**src/rtl/bf_weight_loader_if.sv**
```systemverilog
// Byte-stream handshake into the beamformer weight loader.
// A byte transfers on a rising edge where in_valid and in_ready are both high.
interface bf_weight_loader_if;
    logic [7:0] in_data;
    logic       in_valid;
    logic       in_ready;

    modport master (output in_data, output in_valid, input in_ready);
    modport slave  (input in_data, input in_valid, output in_ready);
endinterface

```
**src/rtl/bf_weight_loader.sv**
```systemverilog
// Framed weight loader: assembles 32 five-bit phase weights into a shadow set,
// verifies an XOR checksum, then commits all weights to the outputs in one cycle.
module bf_weight_loader #(
    parameter logic [7:0]  HEADER  = 8'hA5,
    parameter int unsigned TIMEOUT = 1024,
    parameter logic [4:0]  COS_RST = 5'b01111,
    parameter logic [4:0]  SIN_RST = 5'b00000
) (
    input  logic                 clock,
    input  logic                 reset,
    bf_weight_loader_if.slave    in_if,
    output logic [7:0][4:0]      w_cos_1,
    output logic [7:0][4:0]      w_sin_1,
    output logic [7:0][4:0]      w_cos_2,
    output logic [7:0][4:0]      w_sin_2,
    output logic                 load_done,
    output logic                 load_err,
    output logic [1:0]           err_code,
    output logic [7:0]           frame_cnt
);
    localparam int unsigned     TW       = $clog2(TIMEOUT + 1);
    localparam logic [TW-1:0]   TMO_LAST = TW'(TIMEOUT - 1);

    typedef enum logic [1:0] {IDLE, LOAD, CHECK, COMMIT} state_e;

    state_e            state_q, state_d;
    logic [4:0]        idx_q, idx_d;
    logic [7:0]        acc_q, acc_d;
    logic [TW-1:0]     tmo_q, tmo_d;
    logic [31:0][4:0]  shd_q, shd_d;
    logic [31:0][4:0]  act_q, act_d;
    logic              done_q, done_d;
    logic              err_q, err_d;
    logic [1:0]        code_q, code_d;
    logic [7:0]        cnt_q, cnt_d;
    logic              hs;

    // Groups 0 and 2 are cos, groups 1 and 3 are sin: bit 3 of the index picks.
    function automatic logic [4:0] rst_w(input int k);
        return k[3] ? SIN_RST : COS_RST;
    endfunction

    assign in_if.in_ready = reset && (state_q != COMMIT);
    assign hs = in_if.in_valid && in_if.in_ready;

    always_comb begin
        state_d = state_q;
        idx_d   = idx_q;
        acc_d   = acc_q;
        tmo_d   = '0;
        shd_d   = shd_q;
        act_d   = act_q;
        done_d  = 1'b0;
        err_d   = 1'b0;
        code_d  = code_q;
        cnt_d   = cnt_q;

        // Idle-gap watchdog; the abort fires on the edge the count reaches TIMEOUT.
        if ((state_q == LOAD || state_q == CHECK) && !hs) begin
            if (tmo_q == TMO_LAST) begin
                state_d = IDLE;
                err_d   = 1'b1;
                code_d  = 2'd2;
            end else begin
                tmo_d = tmo_q + 1'b1;
            end
        end

        unique case (state_q)
            IDLE: begin
                if (hs && in_if.in_data == HEADER) begin
                    state_d = LOAD;
                    idx_d   = '0;
                    acc_d   = '0;
                end
            end
            LOAD: begin
                if (hs) begin
                    shd_d[idx_q] = in_if.in_data[4:0];
                    acc_d        = acc_q ^ in_if.in_data;
                    idx_d        = idx_q + 1'b1;
                    if (idx_q == 5'd31) state_d = CHECK;
                end
            end
            CHECK: begin
                if (hs) begin
                    if (in_if.in_data == acc_q) begin
                        state_d = COMMIT;
                    end else begin
                        state_d = IDLE;
                        err_d   = 1'b1;
                        code_d  = 2'd1;
                    end
                end
            end
            COMMIT: begin
                act_d   = shd_q;
                cnt_d   = cnt_q + 1'b1;
                done_d  = 1'b1;
                state_d = IDLE;
            end
        endcase
    end

    always_ff @(posedge clock) begin
        if (!reset) begin
            state_q <= IDLE;
            idx_q   <= '0;
            acc_q   <= '0;
            tmo_q   <= '0;
            for (int k = 0; k < 32; k++) begin
                shd_q[k] <= rst_w(k);
                act_q[k] <= rst_w(k);
            end
            done_q  <= 1'b0;
            err_q   <= 1'b0;
            code_q  <= 2'd0;
            cnt_q   <= 8'd0;
        end else begin
            state_q <= state_d;
            idx_q   <= idx_d;
            acc_q   <= acc_d;
            tmo_q   <= tmo_d;
            shd_q   <= shd_d;
            act_q   <= act_d;
            done_q  <= done_d;
            err_q   <= err_d;
            code_q  <= code_d;
            cnt_q   <= cnt_d;
        end
    end

    assign w_cos_1   = act_q[7:0];
    assign w_sin_1   = act_q[15:8];
    assign w_cos_2   = act_q[23:16];
    assign w_sin_2   = act_q[31:24];
    assign load_done = done_q;
    assign load_err  = err_q;
    assign err_code  = code_q;
    assign frame_cnt = cnt_q;
endmodule

```
**src/flat_wrapper.sv**
```systemverilog
// flat-port wrapper written by rule: the top's interface ports become plain ports
module bf_weight_loader_flat 
#(
    parameter logic [7:0]  HEADER  = 8'hA5,
    parameter int unsigned TIMEOUT = 1024,
    parameter logic [4:0]  COS_RST = 5'b01111,
    parameter logic [4:0]  SIN_RST = 5'b00000
)
  (clock, reset, w_cos_1, w_sin_1, w_cos_2, w_sin_2, load_done, load_err, err_code, frame_cnt, in_if_in_data, in_if_in_valid, in_if_in_ready);
  bf_weight_loader_if in_if_i ();
  input  logic clock;
  input  logic reset;
  output logic [7:0][4:0] w_cos_1;
  output logic [7:0][4:0] w_sin_1;
  output logic [7:0][4:0] w_cos_2;
  output logic [7:0][4:0] w_sin_2;
  output logic load_done;
  output logic load_err;
  output logic [1:0] err_code;
  output logic [7:0] frame_cnt;
  input wire logic [$bits(in_if_i.in_data)-1:0] in_if_in_data;
  input wire logic [$bits(in_if_i.in_valid)-1:0] in_if_in_valid;
  output wire logic [$bits(in_if_i.in_ready)-1:0] in_if_in_ready;
  assign in_if_i.in_data = in_if_in_data;
  assign in_if_i.in_valid = in_if_in_valid;
  assign in_if_in_ready = in_if_i.in_ready;
  bf_weight_loader #(.HEADER(HEADER), .TIMEOUT(TIMEOUT), .COS_RST(COS_RST), .SIN_RST(SIN_RST)) u_core (.clock(clock), .reset(reset), .in_if(in_if_i), .w_cos_1(w_cos_1), .w_sin_1(w_sin_1), .w_cos_2(w_cos_2), .w_sin_2(w_sin_2), .load_done(load_done), .load_err(load_err), .err_code(err_code), .frame_cnt(frame_cnt));
endmodule
```
**config.mk**
```make
export PLATFORM = sky130hd
export DESIGN_NAME = bf_weight_loader_flat
export DESIGN_NICKNAME = d
export VERILOG_FILES = /design/src/rtl/bf_weight_loader_if.sv /design/src/rtl/bf_weight_loader.sv /design/src/flat_wrapper.sv
export SDC_FILE = /design/constraint.sdc
export NUM_CORES = 1
export LEC_CHECK = 0
export BUFFER_PORTS_ARGS = -buffer_cell sky130_fd_sc_hd__buf_2
export CORE_MARGIN = 5
export CORE_UTILIZATION = 30
export CTS_BUF_LIST = sky130_fd_sc_hd__clkbuf_16
export DETAILED_ROUTE_END_ITERATION = 12
export PLACE_DENSITY = 0.55
export SYNTH_ARGS = -nofsm -noshare
export SYNTH_HDL_FRONTEND = slang
export SYNTH_SLANG_ARGS = --single-unit
```
**constraint.sdc**
```tcl
create_clock -name clock -period 2 [get_ports clock]
set_input_delay 0.4 -clock clock [delete_from_list [all_inputs] [get_ports clock]]
set_output_delay 0.4 -clock clock [all_outputs]
set_load 0.1 [all_outputs]
```
# After elaboration in Yosys (flattened, before gate mapping)

Cells that the tools add are included.

Bits in registers: 358
Input port bits: 11
Output and inout bits: 173
Logic and storage cells: 130

Add/subtract/negate cells: 3
$lt $le $gt $ge: 2
Eq/ne operators: 10
Multiplexer cells: 28
Bitwise gates (word level): 3
Reductions and logical operators: 12

Operators by type and width:

| kind                                                              | count |
|---|---|
| bitwise mux 160 bit                                               | 1 |
| demux 5 bit (select 5 bit)                                        | 1 |
| two-way mux 2 bit                                                 | 12 |
| two-way mux 8 bit                                                 | 2 |
| one-hot mux 8 bit (2 select lines)                                | 1 |
| two-way mux 5 bit                                                 | 3 |
| adder 11 x 1 -> 11 bit, second input constant                     | 1 |
| equality test 11 x 10 -> 1 bit, second input constant             | 1 |
| one-hot mux 5 bit (2 select lines)                                | 1 |
| adder 8 x 1 -> 8 bit, second input constant                       | 1 |
| equality test 8 bit                                               | 1 |
| equality test 8 bit, second input constant                        | 1 |
| one-hot mux 2 bit (4 select lines)                                | 1 |
| bitwise XOR 8 bit                                                 | 1 |
| < comparator 5 x 6 -> 1 bit, second input constant                | 1 |
| two-way mux 1 bit                                                 | 6 |
| adder 5 x 1 -> 5 bit, second input constant                       | 1 |
| equality test 5 bit, second input constant                        | 1 |
| greater-or-equal comparator 5 x 1 -> 1 bit, second input constant | 1 |
| logical AND 1 bit                                                 | 5 |
| equality test 2 bit, second input constant                        | 2 |
| inequality test 2 x 1 -> 1 bit, second input constant             | 2 |
| AND reduction 3 bit                                               | 1 |
| OR reduction 3 bit                                                | 1 |
| other kinds (8)                                                   | 9 |

# Longest topological paths before layout

Depth in word-level cells: 9
Gate-level depth with buffers: 9
Depth with buffers taken out: 6

# Worst setup path after synthesis

No wires, ideal clock.

Path type: flip-flop to output port
Start point: register u_core.state_q[0]
End point: output in_if_in_ready
Data arrival time: 2,311 ps
Required time: 1,600 ps
Path slack: -711 ps
Cell stages (with the launch flop): 6
Path buffers: 3
Path through: dfxtp_1 > ha_1 > buf_2 > buf_2 > buf_2 > nor2_1

Longest elaborated chain between the ends: 2

RTL lines:

| what                   | line                    | RTL |
|---|---|---|
| from (decl)            | bf_weight_loader.sv:26  | `state_e state_q, state_d;` |
| from (signal assigned) | bf_weight_loader.sv:120 | `state_q <= state_d;` |
| inequality test 2 bit  | bf_weight_loader.sv:43  | `assign in_if.in_ready = reset && (state_q != COMMIT);` |
| logical AND 1 bit      | bf_weight_loader.sv:43  |  |
| to (decl)              | flat_wrapper.sv:23      | `output wire logic [$bits(in_if_i.in_ready)-1:0] in_if_in_ready;` |

Every way passes these cells.

# Final worst setup path

Start point: register u_core.state_q[1]
End point: register u_core.shd_q[31] (netlist bit)

Longest elaborated chain between the ends: 4
Elaborated cells between the ends (all ways): 5

RTL lines:

| what                            | line                    | RTL |
|---|---|---|
| inequality test 2 bit           | bf_weight_loader.sv:43  |  |
| logical AND 1 bit               | bf_weight_loader.sv:43  |  |
| logical AND 1 bit               | bf_weight_loader.sv:44  | `assign hs = in_if.in_valid && in_if.in_ready;` |
| AND reduction 2 bit (no line) * | n/a                     |  |
| to (signal, indexed assignment) | bf_weight_loader.sv:112 | `shd_q[k] <= rst_w(k);` |
| to (decl)                       | bf_weight_loader.sv:30  | `logic [31:0][4:0] shd_q, shd_d;` |

Mark *: on every way between the ends. The rest lies on a longest branch, timed or not.
A chain may end at the register's enable or synchronous reset.

==> results.py <==
metrics = {
    "run_status": {
        "status": "finished, final reports clean",
    },
    "drt": {
        "final_antenna_net_count": 0,
        "remaining_drc_errors": 0,
        "post_drt_wl_per_cell_um": 17.2,
        "routed_via_density": 4.60,
        "number_of_iterations_in_the_first_detailed_routing_pass": 5,
        "drt_first_iter_violations": 494,
        "vias": 9676,
        "detail_route.wirelength_um": 36100,
    },
    "critical_path": {
        "crit_chain": "ha_4, buf_6, and4b_2, buf_12, nand3_2, mux2i_1, nand2_1",
        "arrival_ns": 2.38,
        "timing.critical_path.slowest_stage_cell": "sky130_fd_sc_hd__dfxtp_2",
        "timing.critical_path.buf_inv": 2,
        "timing.reg2reg.worst_path_depth": 7,
        "stage_delay_of_the_slowest_cell_on_the_critical_path_ns": 0.34,
        "worst_r2r_startpoint": "u_core.state_q[1]$_SDFF_PN0_",
        "worst_path_dominant_cell_family": "simple AND/OR/NAND/NOR gates",
        "worst_setup_start_kind": "flip-flop",
        "timing.critical_path.to_type": "flip-flop",
        "worstSetupPathDepth": 7,
        "rr_endpoint": "u_core.shd_q[31]$_SDFFE_PN1P_",
        "setup.reg_to_reg.worst_slack_ns": 0.04,
        "critPathMaxFanout": 24,
        "worstPathRequired_ns": 2.41,
        "category_of_the_critical_setup_timing_path": "reg -> reg",
    },
    "clock_tree": {
        "cts_inserted_buffers": 41,
        "clock_tree.buffer_depth": 3,
        "cts_root_buffer": "sky130_fd_sc_hd__clkbuf_16",
        "numClockSinks": 358,
        "clkSlewWorstSetupHoldPaths_ns": 0.06,
        "clk_lat_worst_skew_ns": 0.55,
        "cts_max_level": 2,
        "tritoncts": "built",
    },
    "sta": {
        "max_slew_margin": 0.387,
        "report.final.slew_viol_count": 0,
        "finalCritPeriodShare": 0.982,
        "grt_setup_unrepaired": "yes",
        "worst_pin_slew_ns": 0.920,
        "maxClockFrequency_mhz": 509,
        "totalNegativeSetupSlack_ns": 0,
        "hold_violation_total_from_the_final_report": 0,
        "timing.final.setup_violations": 0,
        "skew_ns": 0.0180,
        "setup_slack_of_the_critical_path_after_layout_ns": 0.0357,
        "final.min_clock_period_ns": 1.96,
    },
    "logic_synthesis": {
        "synth_seq_area_share": 0.528,
        "postSynthNetCount": 1330,
        "postSynth.asyncResetShare": 0,
        "number_of_distinct_standard_cells_referenced_by_the_synthesized_netlist": 54,
        "synth_flop_cell": "sky130_fd_sc_hd__dfxtp_1",
        "yosys_register_bits": 358,
        "synthesis.area_per_instance_um2": 10.4,
        "synth-edff-count": 0,
        "synth-warning-count": 0,
        "synth_cells": 1308,
        "synth.cell_area_um2": 13600,
    },
    "floorplanning": {
        "io_pins": 184,
        "fp.dieArea_um2": 49600,
        "placeableCoreArea_um2": 45100,
        "die_w_um": 223,
        "die_y_um": 223,
        "fp-row-count": 78,
        "floorplan.initialDensity": 0.301,
    },
    "global_route": {
        "globalRoute.totalOverflow": 0,
        "antenna_found_initial": 0,
        "grt_pass1_wl_um": 55600,
        "grt_max_degree": 129,
        "grt_pass1_vias": 9431,
        "grt_util_overall": 0.139,
    },
    "layout": {
        "fraction_of_final_layout_cells_with_drive_strength_greater_than_1": 0.216,
        "most_frequent_standard_cell_in_the_layout_excluding_fill_and_tap_cells": "sky130_fd_sc_hd__dfxtp_1",
        "area_added_between_synthesis_and_finish_pct": 22.5,
        "antenna-diode-count": 0,
        "post_route_utilization": 0.369,
        "layout.cells.most_common_list": "sky130_fd_sc_hd__dfxtp_1 (356), sky130_fd_sc_hd__mux2i_1 (289), sky130_fd_sc_hd__nor2_1 (211), sky130_fd_sc_hd__buf_2 (181), sky130_fd_sc_hd__nand2_1 (145)",
        "final_area_um2": 16600,
        "finish.net_count": 1498,
    },
    "hold_path": {
        "hold_path_end": "u_core.idx_q[4]$_SDFFE_PN0P_",
        "worstHoldPathCells": 2,
        "hp-start": "reset",
        "holdCritPathClass": "in -> reg",
    },
    "pwr": {
        "ir_drop_mv": 0.521,
        "powerDensity_nw_per_um2": 892,
        "p_leak_nw": 7.23,
    },
    "placed_design": {
        "placement.io_buffers": 183,
        "preCtsSetupSlack_ns": 0.0536,
        "hpwl_um": 23400,
        "dpl-instance-area_um2": 15200,
        "gp_congestion": 0.730,
    },
    "flow_run": {
        "max_cap_viol_count": 0,
    },
}
-- logic make-up after synthesis --
group | synth area share
xor gates and xnor gates | 0.0123
adders and majority gates | 0.0101
muxes | 0.213
and+or+nand+nor | 0.161
buffers and inverters | 0.0361
AOI/OAI and AO/OA | 0.0392
DFF | 0.528
-- metrics by stage --
stage / hold slack [ns] / power, mW / cells
after CTS: 0.124 / 15.1 / 2102
after detailed placement: 0.457 / 7.59 / 2028
after floorplan: 0.426 / 7.46 / 1308
after global routing: 0.145 / 15.4 / 2105
final: 0.163 / 14.8 / 2105
after global placement: 0.441 / 7.59 / 2028
-- final cells by class --
class / instances / area (um2)
fillers: 4550 / 28500
flip-flops and latches: 358 / 7170
multi-input cells: 844 / 5980
repair buffers: 220 / 1350
clock buffers: 43 / 1080
well taps: 600 / 751
clock inverters: 29 / 240
inverters: 11 / 46.3
-- power by group --
group          leakage [nW]  internal (mW)  switching, mW  total [mW]
registers              2.89           7.13      0.0000459        7.13
clock network         0.673           4.39           3.00        7.39
logic                  3.67         0.0658          0.231       0.297
total                  7.23           11.6           3.23        14.8
-- per-layer routing --
| layer | track usage | share of wire |
|---|---|---|
| met1 | 0.195 | 0.49 |
| met2 | 0.211 | 0.43 |
| met3 | 0.0384 | 0.061 |
| met4 | 0.0391 | 0.020 |
| met5 | 0 | 0 |
-- cell usage after synthesis (3+ instances only) --
| cell type | count | area [um2] |
|---|---|---|
| sky130_fd_sc_hd__inv_1 | 9 | 33.8 |
| sky130_fd_sc_hd__xor2_1 | 15 | 131 |
| sky130_fd_sc_hd__mux2i_1 | 289 | 2890 |
| sky130_fd_sc_hd__nand3_2 | 22 | 220 |
| sky130_fd_sc_hd__o21a_1 | 4 | 30.0 |
| sky130_fd_sc_hd__nand3_4 | 10 | 175 |
| sky130_fd_sc_hd__dfxtp_1 | 358 | 7170 |
| sky130_fd_sc_hd__nor2_1 | 212 | 796 |
| sky130_fd_sc_hd__nand2b_1 | 6 | 37.5 |
| sky130_fd_sc_hd__and3b_1 | 5 | 43.8 |
| sky130_fd_sc_hd__nand2_1 | 146 | 548 |
| sky130_fd_sc_hd__and3_1 | 7 | 43.8 |
| sky130_fd_sc_hd__a21oi_1 | 8 | 40.0 |
| sky130_fd_sc_hd__and4bb_2 | 3 | 37.5 |
| sky130_fd_sc_hd__nand4_1 | 7 | 43.8 |
| sky130_fd_sc_hd__a311oi_1 | 6 | 52.6 |
| sky130_fd_sc_hd__or3_1 | 3 | 18.8 |
| sky130_fd_sc_hd__buf_1 | 8 | 30.0 |
| sky130_fd_sc_hd__nor2b_1 | 3 | 18.8 |
| sky130_fd_sc_hd__and4_1 | 3 | 26.3 |
| sky130_fd_sc_hd__nand3_1 | 12 | 60.1 |
| sky130_fd_sc_hd__buf_2 | 27 | 135 |
| sky130_fd_sc_hd__a31oi_1 | 6 | 37.5 |
| sky130_fd_sc_hd__buf_4 | 5 | 37.5 |
| sky130_fd_sc_hd__xnor2_1 | 4 | 35.0 |
| sky130_fd_sc_hd__nor3b_2 | 3 | 37.5 |
| sky130_fd_sc_hd__o211ai_1 | 32 | 240 |
| sky130_fd_sc_hd__clkbuf_1 | 52 | 195 |
| sky130_fd_sc_hd__ha_1 | 11 | 138 |
-- worst max path at each step --
stage | start | to | slack (ns)
2_1_floorplan | u_core.state_q[0]$_SDFF_PN0_ | in_if_in_ready | 0.06
3_3_place_gp | u_core.state_q[0]$_SDFF_PN0_ | u_core.idx_q[4]$_SDFFE_PN0P_ | 0.11
3_5_place_dp | u_core.state_q[0]$_SDFF_PN0_ | u_core.idx_q[4]$_SDFFE_PN0P_ | 0.05
4_1_cts | u_core.state_q[1]$_SDFF_PN0_ | in_if_in_ready | -0.005
5_1_grt | u_core.state_q[1]$_SDFF_PN0_ | u_core.shd_q[31]$_SDFFE_PN1P_ | -0.07
6_report | u_core.state_q[1]$_SDFF_PN0_ | u_core.shd_q[31]$_SDFFE_PN1P_ | 0.04
-- state kept, by name, indices dropped and copies added, names as in the netlist --
| name | cells |
|---|---|
| u_core.shd_q | 160 |
| u_core.w_cos_1 | 40 |
| u_core.w_cos_2 | 40 |
| u_core.w_sin_1 | 40 |
| u_core.w_sin_2 | 40 |
| u_core.tmo_q | 11 |
| u_core.acc_q | 8 |
| u_core.frame_cnt | 8 |
| u_core.idx_q | 5 |
| u_core.err_code | 2 |
| u_core.state_q | 2 |
| u_core.load_done | 1 |
| u_core.load_err | 1 |
-- timing repair --
action                     in CTS  in global routing
pin swaps                       2                  1
hold buffers                    0                  0
resized for setup               4                  8
hold endpoints to repair        0                  0
gates cloned                    1                  1
setup buffers                   1                  2
setup endpoints to repair       1                 83
Note: power is estimated with default switching activity, not from simulation.
